==> config.mk <==
export PLATFORM = sky130hd
export DESIGN_NAME = lsu
export DESIGN_NICKNAME = d
export VERILOG_FILES = /design/src/rtl/mips_pkg.sv /design/src/rtl/lsu_align.sv /design/src/rtl/lsu.sv
export SDC_FILE = /design/constraint.sdc
export NUM_CORES = 1
export LEC_CHECK = 0
export ABC_AREA = 1
export ABC_CLOCK_PERIOD_IN_PS = 2330
export BUFFER_PORTS_ARGS = -buffer_cell sky130_fd_sc_hd__buf_4
export CAP_MARGIN = 10
export CORE_MARGIN = 5
export CORE_UTILIZATION = 40
export DETAILED_ROUTE_END_ITERATION = 7
export PLACE_DENSITY_LB_ADDON = 0.25
export SKIP_CTS_REPAIR_TIMING = 1
export SYNTH_ARGS = -nofsm -noshare
export SYNTH_HDL_FRONTEND = slang
export SYNTH_SLANG_ARGS = --single-unit
==> constraint.sdc <==
create_clock -name clk -period 2.33 [get_ports clk]
set_input_delay 0 -clock clk [delete_from_list [all_inputs] [get_ports clk]]
set_output_delay 0 -clock clk [all_outputs]
set_load 0.05 [all_outputs]
==> src/rtl/mips_pkg.sv <==
// mips_pkg: shared load/store types (access size, LSU state) and word geometry
package mips_pkg;
    typedef enum logic [1:0] {
        SZ_BYTE = 2'b00,
        SZ_HALF = 2'b01,
        SZ_WORD = 2'b10
    } size_e;
    typedef enum logic [1:0] {
        IDLE = 2'b00,
        BUSY = 2'b01,
        DONE = 2'b10
    } lsu_state_t;
    localparam int WORD_BYTES = 4;
endpackage

==> src/rtl/lsu_align.sv <==
// lsu_align: byte-enable/store replication and load lane-select/extension
//   size      access size (00 byte, 01 half, 1x word)
//   off       byte offset within the word (already forced aligned by caller)
//   uns       zero-extend loads when 1, sign-extend when 0
//   wdata     raw store data; wdata_rep is the lane-replicated bus data
//   rdata     raw bus read data; rdata_ext is the extracted, extended load value
//   be        byte enables for the access
module lsu_align
    import mips_pkg::*;
(
    input  logic [1:0]  size,
    input  logic [1:0]  off,
    input  logic        uns,
    input  logic [31:0] wdata,
    input  logic [31:0] rdata,
    output logic [3:0]  be,
    output logic [31:0] wdata_rep,
    output logic [31:0] rdata_ext
);
    logic        is_byte, is_half;
    logic [31:0] sh;
    assign is_byte   = size == SZ_BYTE;
    assign is_half   = size == SZ_HALF;
    assign be        = is_byte ? 4'b0001 << off : is_half ? (off[1] ? 4'b1100 : 4'b0011) : 4'b1111;
    assign wdata_rep = is_byte ? {4{wdata[7:0]}} : is_half ? {2{wdata[15:0]}} : wdata;
    // Shift the addressed lane down to bit 0; halfword offsets are 0 or 2 only.
    assign sh        = rdata >> {off, 3'b000};
    assign rdata_ext = is_byte ? {{24{~uns & sh[7]}}, sh[7:0]}
                     : is_half ? {{16{~uns & sh[15]}}, sh[15:0]}
                     : rdata;
endmodule

==> src/rtl/lsu.sv <==
// lsu: load/store unit bridging the datapath to a req/ready data-memory bus
//   clk, reset (async, active-low)
//   mem_read_i/mem_write_i/size_i/unsigned_i/addr_i/write_data_i : datapath request
//   stall_o, readdata_o, misalign_o                             : datapath response
//   bus_req_o/bus_we_o/bus_addr_o/bus_be_o/bus_wdata_o           : bus request (registered)
//   bus_rdata_i, bus_ready_i                                     : bus response
// Macro LSU_MISALIGN_TRAP_EN: when defined, misaligned requests are flagged and
// dropped; otherwise the low address bits are forced to zero and the access proceeds.
module lsu
    import mips_pkg::*;
#(
    parameter int ADDR_W = 32,
    parameter int DATA_W = 32
) (
    input  logic              clk,
    input  logic              reset,
    input  logic              mem_read_i,
    input  logic              mem_write_i,
    input  logic [1:0]        size_i,
    input  logic              unsigned_i,
    input  logic [ADDR_W-1:0] addr_i,
    input  logic [31:0]       write_data_i,
    output logic              stall_o,
    output logic [31:0]       readdata_o,
    output logic              misalign_o,
    output logic              bus_req_o,
    output logic              bus_we_o,
    output logic [ADDR_W-1:0] bus_addr_o,
    output logic [3:0]        bus_be_o,
    output logic [31:0]       bus_wdata_o,
    input  logic [31:0]       bus_rdata_i,
    input  logic              bus_ready_i
);
    if (DATA_W != 32) begin : g_bad_data_w
        $error("lsu: DATA_W must be 32");
    end
    lsu_state_t                      state;
    logic [1:0]                      size_r, size_sel;
    logic [$clog2(WORD_BYTES)-1:0]   off_in, off_r, off_sel;
    logic                            uns_r, req, is_half, is_word, mis, legal, start;
    logic [3:0]                      be;
    logic [31:0]                     wdata_rep, rdata_ext;
    assign req     = mem_read_i | mem_write_i;
    assign is_half = size_i == SZ_HALF;
    assign is_word = size_i[1];
    assign mis     = (is_half & addr_i[0]) | (is_word & |addr_i[1:0]);
`ifdef LSU_MISALIGN_TRAP_EN
    assign legal      = ~mis;
    assign misalign_o = state == IDLE && req && mis;
`else
    assign legal      = 1'b1;
    assign misalign_o = 1'b0;
`endif
    // Forcing the offending bits to zero is harmless when trapping, since
    // only aligned accesses get through in that build.
    assign off_in    = is_word ? 2'b00 : is_half ? {addr_i[1], 1'b0} : addr_i[1:0];
    assign start     = state == IDLE && req && legal;
    assign stall_o   = start || state == BUSY;
    assign bus_req_o = state == BUSY;
    // One alignment unit: it sees the live request in IDLE (store lanes)
    // and the registered access afterwards (load extraction).
    assign size_sel  = state == IDLE ? size_i : size_r;
    assign off_sel   = state == IDLE ? off_in : off_r;
    lsu_align u_align (
        .size      (size_sel),
        .off       (off_sel),
        .uns       (uns_r),
        .wdata     (write_data_i),
        .rdata     (bus_rdata_i),
        .be        (be),
        .wdata_rep (wdata_rep),
        .rdata_ext (rdata_ext)
    );
    always_ff @(posedge clk or negedge reset) begin
        if (!reset) begin
            state       <= IDLE;
            bus_we_o    <= 1'b0;
            bus_addr_o  <= '0;
            bus_be_o    <= 4'b0000;
            bus_wdata_o <= 32'h0;
            readdata_o  <= 32'h0;
            size_r      <= 2'b00;
            off_r       <= 2'b00;
            uns_r       <= 1'b0;
        end else begin
            case (state)
                IDLE: if (start) begin
                    state       <= BUSY;
                    bus_we_o    <= mem_write_i;
                    bus_addr_o  <= {addr_i[ADDR_W-1:2], 2'b00};
                    bus_be_o    <= be;
                    bus_wdata_o <= wdata_rep;
                    size_r      <= size_i;
                    off_r       <= off_in;
                    uns_r       <= unsigned_i;
                end
                BUSY: if (bus_ready_i) begin
                    state <= DONE;
                    if (!bus_we_o) readdata_o <= rdata_ext;
                end
                default: state <= IDLE;
            endcase
        end
    end
endmodule

# [Word level (Yosys, flattened, before mapping)]
# Cells that the tools add are included.
[word_totals] out_inout_bits=104 register_bits=106 in_bits=104
[op_classes] n_eq_ne=5 bitwise_logic=5 mux=14 shifts=2 reduce_logical=7
[op_table] cell="$mux W32" n=4
[op_table] cell="$shr A32 B5 Y16" n=1
[op_table] cell="$mux W4" n=3
[op_table] cell="$mux W2" n=5
[op_table] cell="$eq A2 B1 Y1 const B" n=3
[op_table] cell="$logic_not A2 Y1" n=2
[op_table] cell="$pmux W2 S2" n=1
[op_table] cell="$reduce_and A2 Y1" n=2
[op_table] cell="$shl A1 B2 Y4 const A" n=1
[op_table] cell="$reduce_and A3 Y1" n=1
[op_table] cell="$and A1 B1 Y1" n=2
[op_table] cell="$ne A2 B1 Y1 const B" n=1
[op_table] cell="$ne A2 B2 Y1 const B" n=1
[op_table] cell="$not A1 Y1" n=2
[op_table] cell="$logic_and A1 B1 Y1" n=1
[op_table] cell="$logic_or A1 B1 Y1" n=1
[op_table] cell="$mux W1" n=1
[op_table] cell="$or A1 B1 Y1" n=1

# [Logic depth before layout (Yosys ltp)]
[depth] depth_word=8 mapped_depth=14

# [Modules after synthesis]
# From an unflattened synthesis, not the netlist that was laid out.
[unflattened] hier_cells=750 hier_area_um2=5575.3
[by_module_without_submodules] mod="lsu" area_per_inst_um2=4359.2 instances=1 cells_per_inst=488
[by_module_without_submodules] mod="lsu_align" area_per_inst_um2=1216.2 instances=1 cells_per_inst=262

# [Worst setup path after synthesis]
# Ideal clock, no wire load.
[synth_timing] path_kind="register -> register" from="reg state[1]" to="reg readdata_o[6]" slack_ns=0.124 n_path_buf=2 setup_time_ns=0.077 arrival_time_ns=2.129 stages_incl_launch_ff=10 required_ns=2.253 path_cell_list="dfrtp_1 -> nor2_1 -> inv_1 -> nor2_1 -> nand2_1 -> inv_1 -> buf_2 -> clkbuf_1 -> nor2_1 -> a21oi_1"
[synth_rtl] element="from (decl)" line="lsu.sv:37" text="lsu_state_t state;"
[synth_rtl] element="from (signal assigned)" line="lsu.sv:76" text="state <= IDLE;"
[synth_rtl] element="from (signal assigned)" line="lsu.sv:88" text="state <= BUSY;"
[synth_rtl] element="from (signal assigned)" line="lsu.sv:98" text="state <= DONE;"
[synth_rtl] element="$eq A2 B1 Y1"
[synth_rtl] element="via bus_req_o" line="lsu.sv:26" text="output logic bus_req_o,"
[synth_rtl] element="$reduce_and A3 Y1 (no source line)"
[synth_rtl] element="to (signal assigned)" line="lsu.sv:99" text="if (!bus_we_o) readdata_o <= rdata_ext;"
[synth_rtl] element="to (decl)" line="lsu.sv:24" text="output logic [31:0] readdata_o,"
# The timed path passes the listed nets, and every way through them passes these cells.
# A chain may end at the register's enable or synchronous reset.

# [Worst setup path after layout]
[layout_timing] from="in mem_write_i" to="out stall_o"
[layout_between] elab_chain_len=3
[layout_rtl] element="from (decl)" line="lsu.sv:18" text="input logic mem_write_i,"
[layout_rtl] element="$or A1 B1 Y1" line="lsu.sv:43" text="assign req = mem_read_i | mem_write_i;"
[layout_rtl] element="$logic_and A1 B1 Y1" line="lsu.sv:57" text="assign start = state == IDLE && req && legal;"
[layout_rtl] element="$logic_or A1 B1 Y1" line="lsu.sv:58" text="assign stall_o = start || state == BUSY;"
[layout_rtl] element="to (decl)" line="lsu.sv:23" text="output logic stall_o,"
# No other way between the ends.

==> reports/metrics.csv <==
stage;metric;value;unit
grt;largest net degree at the start of global routing;59;
power_and_ir_drop;Leakage;0.00399;µW
logic_synthesis;number of synthesized register bits;106;
detailed_routing;DR DRC count;0;
cells_and_area;Fillers;1081;
detailed_routing;DRT iter0 DRCs;359;
logic_synthesis;Synth Area in Compound Gates;7.55;%
detailed_routing;Via density;4.75;
logic_synthesis;Post-Synth Simple-Gate Area;34.9;%
power_and_ir_drop;Flop pwr share;25.2;%
timing;relative slew slack;39.1;%
detailed_routing;number of routed nets with antenna violations;0;
power_and_ir_drop;Gate power share;63.8;%
timing;Finish-stage setup viols;0;
cells_and_area;P&R area growth vs syn;53.9;%
logic_synthesis;Synth Instances;659;
critical_path;Setup crit start;mem_write_i;
critical_path;reg-to-reg startpoint;state[0]$_DFFE_PN0P_;
hold_path;hold_sp;addr_i[1];
timing;Hold Vio Cnt, Final;9;
floorplanning;Core ar.;12500;µm²
power_and_ir_drop;Psw;7220;µW
detailed_routing;total number of vias;5239;
cts;clock sink count;106;
detailed_routing;Routed WL per cell;15.1;µm
logic_synthesis;distinct cell type count after synthesis;27;
cells_and_area;Multi-input gate area;2160;µm²
floorplanning;Cell Rows;41;
timing;Final min period;2160;ps
timing;RSZ-0062 raised after global routing;false;
cts;clock tree root driver cell;clkbuf_16;
logic_synthesis;post-synthesis sequential area ratio;52.7;%
floorplanning;width of the die;122;µm
cts;clk slew on worst S/H paths;70;ps
cts;CTS tree;yes;
critical_path;Crit. End Element;primary output;
cts;clock latency on the worst-skew pair;340;ps
cells_and_area;Seq. cell area;2650;µm²
cells_and_area;most frequent cells in the layout;nand2_1 (272), buf_4 (216), nor2_1 (108), dfrtp_1 (106), dlygate4sd3_1 (70);
grt;initial antenna violation count;0;
detailed_routing;drt first pass iters;5;
power_and_ir_drop;Peak VDD IR;0.000939;V
placed_design;DP HPWL;11700;µm
job;max cap viols;0;
grt;vias in the first global route;4760;
grt;grt ovf;0;
cells_and_area;most common cell after layout, fill and taps aside;nand2_1;
power_and_ir_drop;Switching Fraction;54.8;%
timing;Final period util;92.7;%
critical_path;Crit Path Class;in -> out;
critical_path;Worst EP arrival;2160;ps
critical_path;CP startpoint kind;input pin;
placed_design;IO Port Bufs;204;
timing;setup TNS;0;ps
critical_path;CP required;2330;ps
floorplanning;full die area;14900;µm²
logic_synthesis;Post-Synth Adder-Cell Area;0;%
floorplanning;Initial Util;40.4;%
cells_and_area;net count reported at finish;1030;
logic_synthesis;largest family of logic cells by synthesized area;simple AND/OR/NAND/NOR gates;
floorplanning;Die Ht;122;µm
cts;H-tree levels;3;
logic_synthesis;Synth Area in XOR/XNOR;0;%
hold_path;worst hold-check path type;in -> reg;
power_and_ir_drop;Clock Power Share;11.0;%
detailed_routing;Detailed Route WL;16700;µm
cts;TritonCTS buffer count;9;
logic_synthesis;yosys warns;0;
timing;clk_skew;5.63;ps
logic_synthesis;Avg Cell Area, Syn;7.64;µm²
timing;Max Slew Vio Count;0;
critical_path;critical path peak fanout;35;
placed_design;Final GP Congestion;0.853;
power_and_ir_drop;Cell Pwr Density;1700;nW/µm²
run_status;failing checks;negative hold slack;
floorplanning;Top Ports;208;
grt;GRT Util Overall;20.6;%
cells_and_area;share of post-route cells with drive strength above 1;27.5;%
run_status;status;complete, but fails checks;
power_and_ir_drop;Internal;5950;µW
timing;hold slack;-38.9;ps
cts;Bufs on Longest Clock Path;2;
logic_synthesis;area of the mapped netlist;5040;µm²
timing;worst slew pin tran;909;ps
grt;first-pass GRT wire length;24300;µm
logic_synthesis;mux cell area share after synthesis;0;%
timing;fmax;0.463;GHz
==> final timing paths <==
path / end / slack, ps / cells after the start
worst min-delay path: off_r[1]$_DFFE_PN0P_ / -40 / 3
worst max register to register: readdata_o[17]$_DFFE_PN0P_ / 270 / 9
worst min register to register: bus_addr_o[2]$_DFFE_PN0P_ / 490 / 2
worst max-delay path: stall_o / 170 / 6
min in group asynchronous: readdata_o[22]$_DFFE_PN0P_ / 120 / 2
max in group asynchronous: bus_be_o[3]$_DFFE_PN0P_ / 1520 / 3
==> synthesized netlist by cell type <==
cell type | count | area (µm²)
nand2_1 | 272 | 1020
dfrtp_1 | 106 | 2650
a211oi_1 | 7 | 52.6
conb_1 | 1 | 3.75
inv_2 | 2 | 7.51
buf_1 | 4 | 15.0
buf_2 | 5 | 25.0
o21ai_1 | 1 | 5.00
nor2_8 | 1 | 20.0
inv_4 | 1 | 6.26
o21ai_0 | 17 | 85.1
nand3_1 | 25 | 125
inv_1 | 17 | 63.8
clkbuf_1 | 19 | 71.3
a31oi_1 | 8 | 50.1
nor2_1 | 109 | 409
nor2_4 | 3 | 33.8
nand3b_1 | 5 | 37.5
nand2_2 | 3 | 18.8
nand2_4 | 2 | 22.5
a21oi_1 | 31 | 155
or2_2 | 5 | 31.3
nor3_1 | 6 | 30.0
buf_4 | 4 | 30.0
nand3_2 | 1 | 10.0
buf_6 | 2 | 22.5
o21ai_4 | 2 | 32.5
==> flip-flops by register name (all words and copies together), names as in the netlist <==
register     cells
off_r            2
size_r           2
bus_wdata_o     32
readdata_o      32
bus_addr_o      30
bus_we_o         1
bus_be_o         4
uns_r            1
state            2
==> critical path, cell delays in order <==
cell,delay [ps]
dlygate4sd3_1,540
buf_4,150
o21ai_4,720
buf_4,450
nand2_1,90
buf_4,200
==> cells by family (layout without fill, tap and decap cells) <==
| group | Yosys count | after routing |
|---|---|---|
| buf+inv | 54 | 324 |
| simple gates | 432 | 432 |
| other cells | 1 | 4 |
| compound gates | 66 | 66 |
| flops | 106 | 106 |
==> through the flow <==
stage | cells | instance area, µm² | util, % | setup slack, ps | total power, µW
final | 1104 | 7750 | 62.2 | 170 | 13200
after global routing | 1103 | 7750 | 62.2 | 7.46 | 14000
after CTS | 1033 | 7050 | 56.5 | 151 | 13100
after floorplan | 661 | 5040 | - | 124 | 9080
after detailed placement | 1017 | 6770 | 54.3 | 180 | 11700
after global placement | 1017 | 6770 | 54.3 | 281 | 11600
==> layer usage <==
| metal | GRT usage, % | part of all wire [%] | vias up |
|---|---|---|---|
| met3 | 7.14 | 8.2 | 24 |
| met4 | 5.95 | 1.8 | 0 |
| met2 | 32.4 | 48 | 214 |
| met5 | 0 | 0 | - |
| met1 | 27.1 | 42 | 2404 |
| li1 | - | - | 2597 |
==> final cells by class <==
type,count,share of cell area (%)
diodes,1,0.0323
well taps,172,2.78
flip-flops and latches,106,34.2
clock buffers,9,2.90
inverters,20,1.00
clock inverters,7,0.694
multi-input cells,501,27.9
repair buffers,288,30.5
==> power groups by stage <==
stage	combinational (µW)	sequential, µW	clock (µW)
after floorplan	2840	6240	0
after global placement	8240	3330	0
after detailed placement	8340	3320	0
after CTS	8330	3320	1490
after global routing	9030	3440	1550
final	8410	3320	1450
Power figures use the tool's default switching activity.
